`config.mk`:
```
export PLATFORM = sky130hd
export DESIGN_NAME = mem_arbiter
export DESIGN_NICKNAME = d
export VERILOG_FILES = /design/src/rtl/mem_arbiter.sv
export SDC_FILE = /design/constraint.sdc
export NUM_CORES = 1
export LEC_CHECK = 0
export CORE_MARGIN = 2
export CORE_UTILIZATION = 39
export DETAILED_ROUTE_END_ITERATION = 8
export PLACE_DENSITY_LB_ADDON = 0.3
export SYNTH_ARGS = -nofsm -noshare
export SYNTH_HDL_FRONTEND = slang
export SYNTH_SLANG_ARGS = --single-unit
```
`constraint.sdc`:
```
create_clock -name clk -period 2.55 [get_ports clk]
set_input_delay 0.51 -clock clk [delete_from_list [all_inputs] [get_ports clk]]
set_output_delay 0.51 -clock clk [all_outputs]
set_load 0.02 [all_outputs]
```
`src/rtl/mem_arbiter.sv`:
```
// mem_arbiter: shares the single pipelined 4-cycle main memory port between
// I-cache block fills, D-cache block fills and D-cache write-throughs.
// Fill words are handed back combinationally as they arrive, tagged with their
// index in the block. The done strobe fires on the 8th returned word.
//
// state  | meaning
// IDLE   | nothing in flight; fixed-priority grant I fill > D write > D fill
// IFILL  | issuing the 8 block reads for the I-cache, counting returned words
// DFILL  | as IFILL, for the D-cache
// DWRITE | one-cycle write-through presented on the memory port
module mem_arbiter #(
    parameter int ADDR_W     = 16,
    parameter int DATA_W     = 16,
    parameter int WORD_IDX_W = 3
) (
    input  logic                  clk,
    input  logic                  rst_n,
    input  logic                  i_fill_req,
    input  logic [ADDR_W-1:0]     i_fill_addr,
    input  logic                  d_fill_req,
    input  logic [ADDR_W-1:0]     d_fill_addr,
    input  logic                  d_wr_req,
    input  logic [ADDR_W-1:0]     d_wr_addr,
    input  logic [DATA_W-1:0]     d_wr_data,
    output logic                  mem_en,
    output logic                  mem_wr,
    output logic [ADDR_W-1:0]     mem_addr,
    output logic [DATA_W-1:0]     mem_wdata,
    input  logic [DATA_W-1:0]     mem_rdata,
    input  logic                  mem_data_valid,
    output logic                  i_busy,
    output logic                  d_busy,
    output logic [DATA_W-1:0]     fill_data,
    output logic [WORD_IDX_W-1:0] fill_word,
    output logic                  i_fill_valid,
    output logic                  d_fill_valid,
    output logic                  i_fill_done,
    output logic                  d_fill_done,
    output logic                  d_wr_ack
);

    localparam int BASE_W = ADDR_W - WORD_IDX_W - 1;

    typedef enum logic [1:0] {IDLE, IFILL, DFILL, DWRITE} state_t;

    state_t                  state_q;
    logic [BASE_W-1:0]       base_q;
    logic [WORD_IDX_W-1:0]   iss_q;
    logic [WORD_IDX_W-1:0]   ret_q;
    logic                    iss_done_q;
    logic                    mem_en_q;
    logic                    mem_wr_q;
    logic [ADDR_W-1:0]       mem_addr_q;
    logic [DATA_W-1:0]       mem_wdata_q;
    logic                    d_wr_ack_q;

    logic                    i_valid_d;
    logic                    d_valid_d;
    logic                    last_word_d;
    logic                    i_done_d;
    logic                    d_done_d;

    // Byte-offset bits of the miss addresses and the write address LSB carry no
    // information for the memory port.
    logic unused_addr_bits;
    assign unused_addr_bits = ^{i_fill_addr[WORD_IDX_W:0], d_fill_addr[WORD_IDX_W:0], d_wr_addr[0]};

    // Sequencer: arbitration, read issue, return counting and registered memory-port outputs.
    always_ff @(posedge clk or negedge rst_n) begin
        if (!rst_n) begin
            state_q     <= IDLE;
            base_q      <= '0;
            iss_q       <= '0;
            ret_q       <= '0;
            iss_done_q  <= 1'b0;
            mem_en_q    <= 1'b0;
            mem_wr_q    <= 1'b0;
            mem_addr_q  <= '0;
            mem_wdata_q <= '0;
            d_wr_ack_q  <= 1'b0;
        end else begin
            mem_en_q    <= 1'b0;
            mem_wr_q    <= 1'b0;
            mem_wdata_q <= '0;
            d_wr_ack_q  <= 1'b0;
            case (state_q)
                IDLE: begin
                    iss_q      <= '0;
                    ret_q      <= '0;
                    iss_done_q <= 1'b0;
                    if (i_fill_req) begin
                        state_q <= IFILL;
                        base_q  <= i_fill_addr[ADDR_W-1:WORD_IDX_W+1];
                    end else if (d_wr_req) begin
                        // Write presents on the port during the DWRITE cycle itself.
                        state_q     <= DWRITE;
                        mem_en_q    <= 1'b1;
                        mem_wr_q    <= 1'b1;
                        mem_addr_q  <= {d_wr_addr[ADDR_W-1:1], 1'b0};
                        mem_wdata_q <= d_wr_data;
                        d_wr_ack_q  <= 1'b1;
                    end else if (d_fill_req) begin
                        state_q <= DFILL;
                        base_q  <= d_fill_addr[ADDR_W-1:WORD_IDX_W+1];
                    end
                end
                IFILL, DFILL: begin
                    if (!iss_done_q) begin
                        mem_en_q   <= 1'b1;
                        mem_addr_q <= {base_q, iss_q, 1'b0};
                        iss_q      <= iss_q + WORD_IDX_W'(1);
                        if (iss_q == '1) begin
                            iss_done_q <= 1'b1;
                        end
                    end
                    // Completion follows returned words, so a slow memory only stretches the fill.
                    if (mem_data_valid) begin
                        ret_q <= ret_q + WORD_IDX_W'(1);
                        if (ret_q == '1) begin
                            state_q <= IDLE;
                        end
                    end
                end
                DWRITE: begin
                    state_q <= IDLE;
                end
                default: begin
                    state_q <= IDLE;
                end
            endcase
        end
    end

    // Returned-word pass-through, done strobes and stall signals.
    always_comb begin
        i_valid_d   = mem_data_valid & (state_q == IFILL);
        d_valid_d   = mem_data_valid & (state_q == DFILL);
        last_word_d = (ret_q == '1);
        i_done_d    = i_valid_d & last_word_d;
        d_done_d    = d_valid_d & last_word_d;
        i_busy      = rst_n & i_fill_req & ~i_done_d;
        d_busy      = rst_n & ((d_fill_req & ~d_done_d) | (d_wr_req & ~d_wr_ack_q));
        fill_data   = (i_valid_d | d_valid_d) ? mem_rdata : '0;
        fill_word   = (i_valid_d | d_valid_d) ? ret_q : '0;
    end

    assign i_fill_valid = i_valid_d;
    assign d_fill_valid = d_valid_d;
    assign i_fill_done  = i_done_d;
    assign d_fill_done  = d_done_d;
    assign d_wr_ack     = d_wr_ack_q;
    assign mem_en       = mem_en_q;
    assign mem_wr       = mem_wr_q;
    assign mem_addr     = mem_addr_q;
    assign mem_wdata    = mem_wdata_q;

endmodule

```
[After elaboration in Yosys (flattened, before gate mapping)]
Index checks and enable logic that the tools add are counted.
Widths: inputs -> output; s select.
Word-level totals
  output and inout port bits: 60
  flip-flop bits (word level): 55
  input port bits: 86
  logic and storage cells: 76
Operators by class
  $add $sub $neg: 2
  mux-type cells: 30
  reduce and logical (&&, ||, !) cells: 9
  bitwise logic cells: 14
  equality and inequality tests: 12
Operators with widths (count)
  $mux 16: 7
  $mux 12: 3
  $pmux 16 s2: 1
  $ne 2x2->1 const B: 6
  $pmux 3 s2: 2
  $mux 2: 5
  $and 1x1->1: 9
  $mux 3: 3
  $add 3x1->3 const B: 2
  $eq 3x3->1 const B: 2
  $mux 1: 6
  $pmux 2 s3: 1
  $reduce_and 3->1: 2
  $eq 2x2->1 const B: 2
  $ne 4x4->1 const B: 1
  $pmux 1 s2: 2
  $reduce_and 2->1: 2
  $reduce_and 4->1: 1
  $reduce_bool 2->1: 2
  $not 1->1: 3
  $eq 2x1->1 const B: 1
  $logic_not 2->1: 1
  $or 1x1->1: 2
  $reduce_or 2->1: 1

[Logic depth before layout (Yosys ltp)]
  depth after elaboration: 7
  depth in mapped cells: 7
  gate-level depth less buffers: 5

[Least setup slack after synthesis]
No wires, ideal clock.
  kind: input port to output port
  from: input port mem_data_valid
  to: output port fill_data[10]
  buffers on the path: 2
  stages on the path: 4
  data arrival time: 1.453 ns
  required time: 2.040 ns
  path slack: 0.587 ns
  path through: clkbuf_1 -> o21a_1 -> clkbuf_1 -> and2_1
On the way
  longest elaborated chain between the ends: 3
  elaborated cells between the ends (all ways): 4
  those cells by class: mux: 1; bitwise: 3
Ends and longest elaborated chain
  start: declaration: line 30  | input logic mem_data_valid,
  $and 1x1->1, on equally long branches: line 136, 137
  $or 1x1->1 (*): line 143  | fill_data = (i_valid_d | d_valid_d) ? mem_rdata : '0;
  $mux 16 (*): line 143
  end: declaration: line 33  | output logic [DATA_W-1:0] fill_data,
Every way passes the cells marked *; elsewhere a longest branch is shown, timed or not.

[Worst setup path in the final report]
  from: register ret_q[0]
  to: output port d_busy
On the way
  longest elaborated chain between the ends: 6
Ends and longest elaborated chain
  start: declaration: line 49  | logic [WORD_IDX_W-1:0] ret_q;
  start signal: assignment: line 118  | ret_q <= ret_q + WORD_IDX_W'(1);
  $eq 3x3->1: line 138  | last_word_d = (ret_q == '1);
  $and 1x1->1: line 140  | d_done_d = d_valid_d & last_word_d;
  $not 1->1: line 142  | d_busy = rst_n & ((d_fill_req & ~d_done_d) | (d_wr_req & ~d_wr_ack_q));
  $and 1x1->1: line 142
  $or 1x1->1: line 142
  $and 1x1->1: line 142
  end: declaration: line 32  | output logic d_busy,
No other way between the ends.

==> flow_summary.yaml <==
clocking:
  cts-root-buf: "clkbuf_8"
  numCtsBuffers: 5
  cts_sinks: 54
  clkSlewWorstSetupHoldPaths_ns: 0.09
  clk_path_buf_depth: 2
  htreeDepth: 2
  post-cts-setup-buffers: 0
  tritoncts: "yes"
  clk_latency_ns: 0.31
logic_synthesis:
  synthFlopType: "dfrtp_1"
  yosysUniqueCellTypes: 32
  synth.area.top_cells: "dfrtp_1 (49%), mux2_2 (20%), and2_1 (8.9%)"
  syn_area_sq_mm: 0.00274
  synth_top_cells_by_count: "dfrtp_1 (54), mux2_2 (48), and2_1 (39)"
  syn_nets: 306
  avgSynthCellArea_sq_um: 13.0
  synth_top_area_frac: 0.493
  yosysMostFrequentCell: "dfrtp_1"
  synth_edf_count: 0
  yosys_warnings: 0
  seq_area_frac_synth: 0.493
  synth_top_area_cell: "dfrtp_1"
  synth_seq_cells: 54
  synthArstFlopShare: 1.00
  syn_inst: 211
place:
  place.detailed.hpwl_microns: 4960
  portBuffers: 135
  gp_congestion: 0.753
  place_area_sq_mm: 0.00424
  place_ws_ns: -0.0437
layout:
  syn2layout_area_growth_pct: 57.9
  nFillCells: 592
  drive_above_1_share: 0.237
  nets: 450
  seq_area_sq_mm: 0.00135
  antenna_cells: 0
  multi_input_area_sq_mm: 0.00129
  final_area_sq_mm: 0.00433
  fin_util: 0.637
sta:
  slew_violations: 0
  finalWorstSetupSlack_ns: 0.147
  period_needed_ns: 2.40
  timing.final.crit_share: 0.942
  skew_ns: 0.0109
  setup_viol: 0
  grt_setup_unrepaired: "false"
  hold_viol: 0
  fmax_mhz: 416
die:
  io_pins: 146
  initial_utilization: 0.403
  coreArea_sq_mm: 0.00679
  die_h_microns: 87.8
  fp-row-count: 30
  dieArea_sq_mm: 0.00771
  die_w_microns: 87.8
hold_path:
  hold_path.class: "in -> async"
worst_setup_path:
  critical_path_class: "reg -> out"
  r2r_slack_ns: 0.46
  crit_path_start_kind: "register"
  cp_data_arrival_time_ns: 1.89
  path_cells: "ha_1 > ha_1 > and3_1 > o22ai_1 > and2_1 > clkdlybuf4s15_1"
  crit_path_end_kind: "output port"
  cp_common_cell: "ha_1"
  crit_path_top_delay_cell: "dfrtp_1"
  path_max_fanout: 4
  worst-endpoint-required_ns: 2.04
  cpPeakStageDelay_ns: 0.43
pwr:
  pwr_density_cell_mw_per_mm2: 993
  p_total_uw: 4300
  ir_worst_vdd_mv: 0.570
  p_leak_uw: 0.00203
routing:
  drc: 0
  ant_nets: 0
  num_vias: 2093
  wire_per_inst_microns: 14.1
  viasPerCell: 4.64
  first_iter_violations: 63
  first_pass_iters: 3
  wl_microns: 6340
global_route:
  antenna_found_initial: 0
  track_usage: 0.167
  first_global_vias: 2066
  grt_pass1_wl_microns: 9910
  overflow: 0
  grt_max_degree: 22
outcome:
  outcome: "complete, no violations"
flow_run:
  max_cap_viol_count: 0
-- cells by family (layout without fill, tap and decap cells) --
logic type      count (synthesis)  after routing  share of synthesized area
buf+inv                        18            162                     0.0374
compound gates                 16             16                     0.0470
xor+xnor                        2              2                    0.00639
simple gates                   52             52                      0.118
other cells                     1              1                    0.00137
flops                          54             54                      0.493
mux                            59             59                      0.256
fa+ha+maj                       9              9                     0.0411
-- cell usage in the layout (no fill, tap or decap), types with 2 or more instances in the layout --
cell	instances
a22o_1	6
dfrtp_1	54
ha_1	9
mux2_2	48
mux2_4	10
inv_1	5
nor2_1	4
nand2b_1	2
a21oi_1	2
clkdlybuf4s50_1	111
dlymetal6s2s_1	2
clkbuf_8	6
o22ai_1	2
o21a_1	2
buf_4	15
dlygate4sd2_1	20
and3_1	2
and2_1	39
-- layout make-up --
type                    count  area share
well taps                  96      0.0278
multi-input cells         139       0.297
repair buffers            150       0.332
clock inverters             1     0.00694
flip-flops and latches     54       0.312
clock buffers               6      0.0191
inverters                   5     0.00434
-- power by group --
| part | switching, uW | internal, uW |
|---|---|---|
| Clock | 270 | 314 |
| Combinational | 1030 | 1350 |
| Sequential | 164 | 1170 |
-- repair_timing --
| action | CTS | global route |
|---|---|---|
| setup endpoints to repair | 21 | 3 |
| hold buffers | 0 | 0 |
| gates resized for setup | 21 | 3 |
| pin swaps | 0 | 0 |
-- per-layer routing --
layer	GRT usage	vias up	part of all wire
li1	-	999	-
met1	0.208	1017	0.41
met2	0.287	71	0.50
met3	0.0452	6	0.079
met4	0.0503	0	0.013
met5	0	-	0
-- per-stage QoR --
step / hold WS [ns] / std cells / TNS (ns)
2_1_floorplan: 0.214 / 211 / 0
4_1_cts: 0.198 / 451 / 0
3_3_place_gp: 0.483 / 444 / -0.451
3_5_place_dp: 0.493 / 444 / -0.399
5_1_grt: 0.205 / 451 / 0
6_report: 0.202 / 451 / 0
-- critical path: cells and delay by family (launching register included) --
kind	cells	cell delay, ns
adders and majority gates	2	0.40
buffers and inverters	1	0.31
and+or+nand+nor	2	0.32
AOI/OAI and AO/OA	1	0.13
DFF	1	0.43
-- registers in the layout (all words and copies together) (netlist names) --
signal      cells
d_wr_ack        1
mem_wdata      16
iss_q           3
mem_addr       15
ret_q           3
base_q         12
state_q         2
iss_done_q      1
mem_en          1
-- final timing paths --
check                                            start                       end  depth (start not counted)
min in group clk                 base_q[2]$_DFFE_PN0P_     base_q[2]$_DFFE_PN0P_                          1
worst min-delay path                             rst_n    mem_wdata[1]$_DFF_PN0_                          2
worst max register to register  state_q[1]$_DFFE_PN0P_  mem_addr[11]$_DFFE_PN0P_                          6
worst min register to register   base_q[2]$_DFFE_PN0P_     base_q[2]$_DFFE_PN0P_                          1
max in group asynchronous                        rst_n   mem_addr[1]$_DFFE_PN0P_                          2
worst max-delay path              ret_q[0]$_DFFE_PN0P_                    d_busy                          6
(Power assumes the default switching activity.)
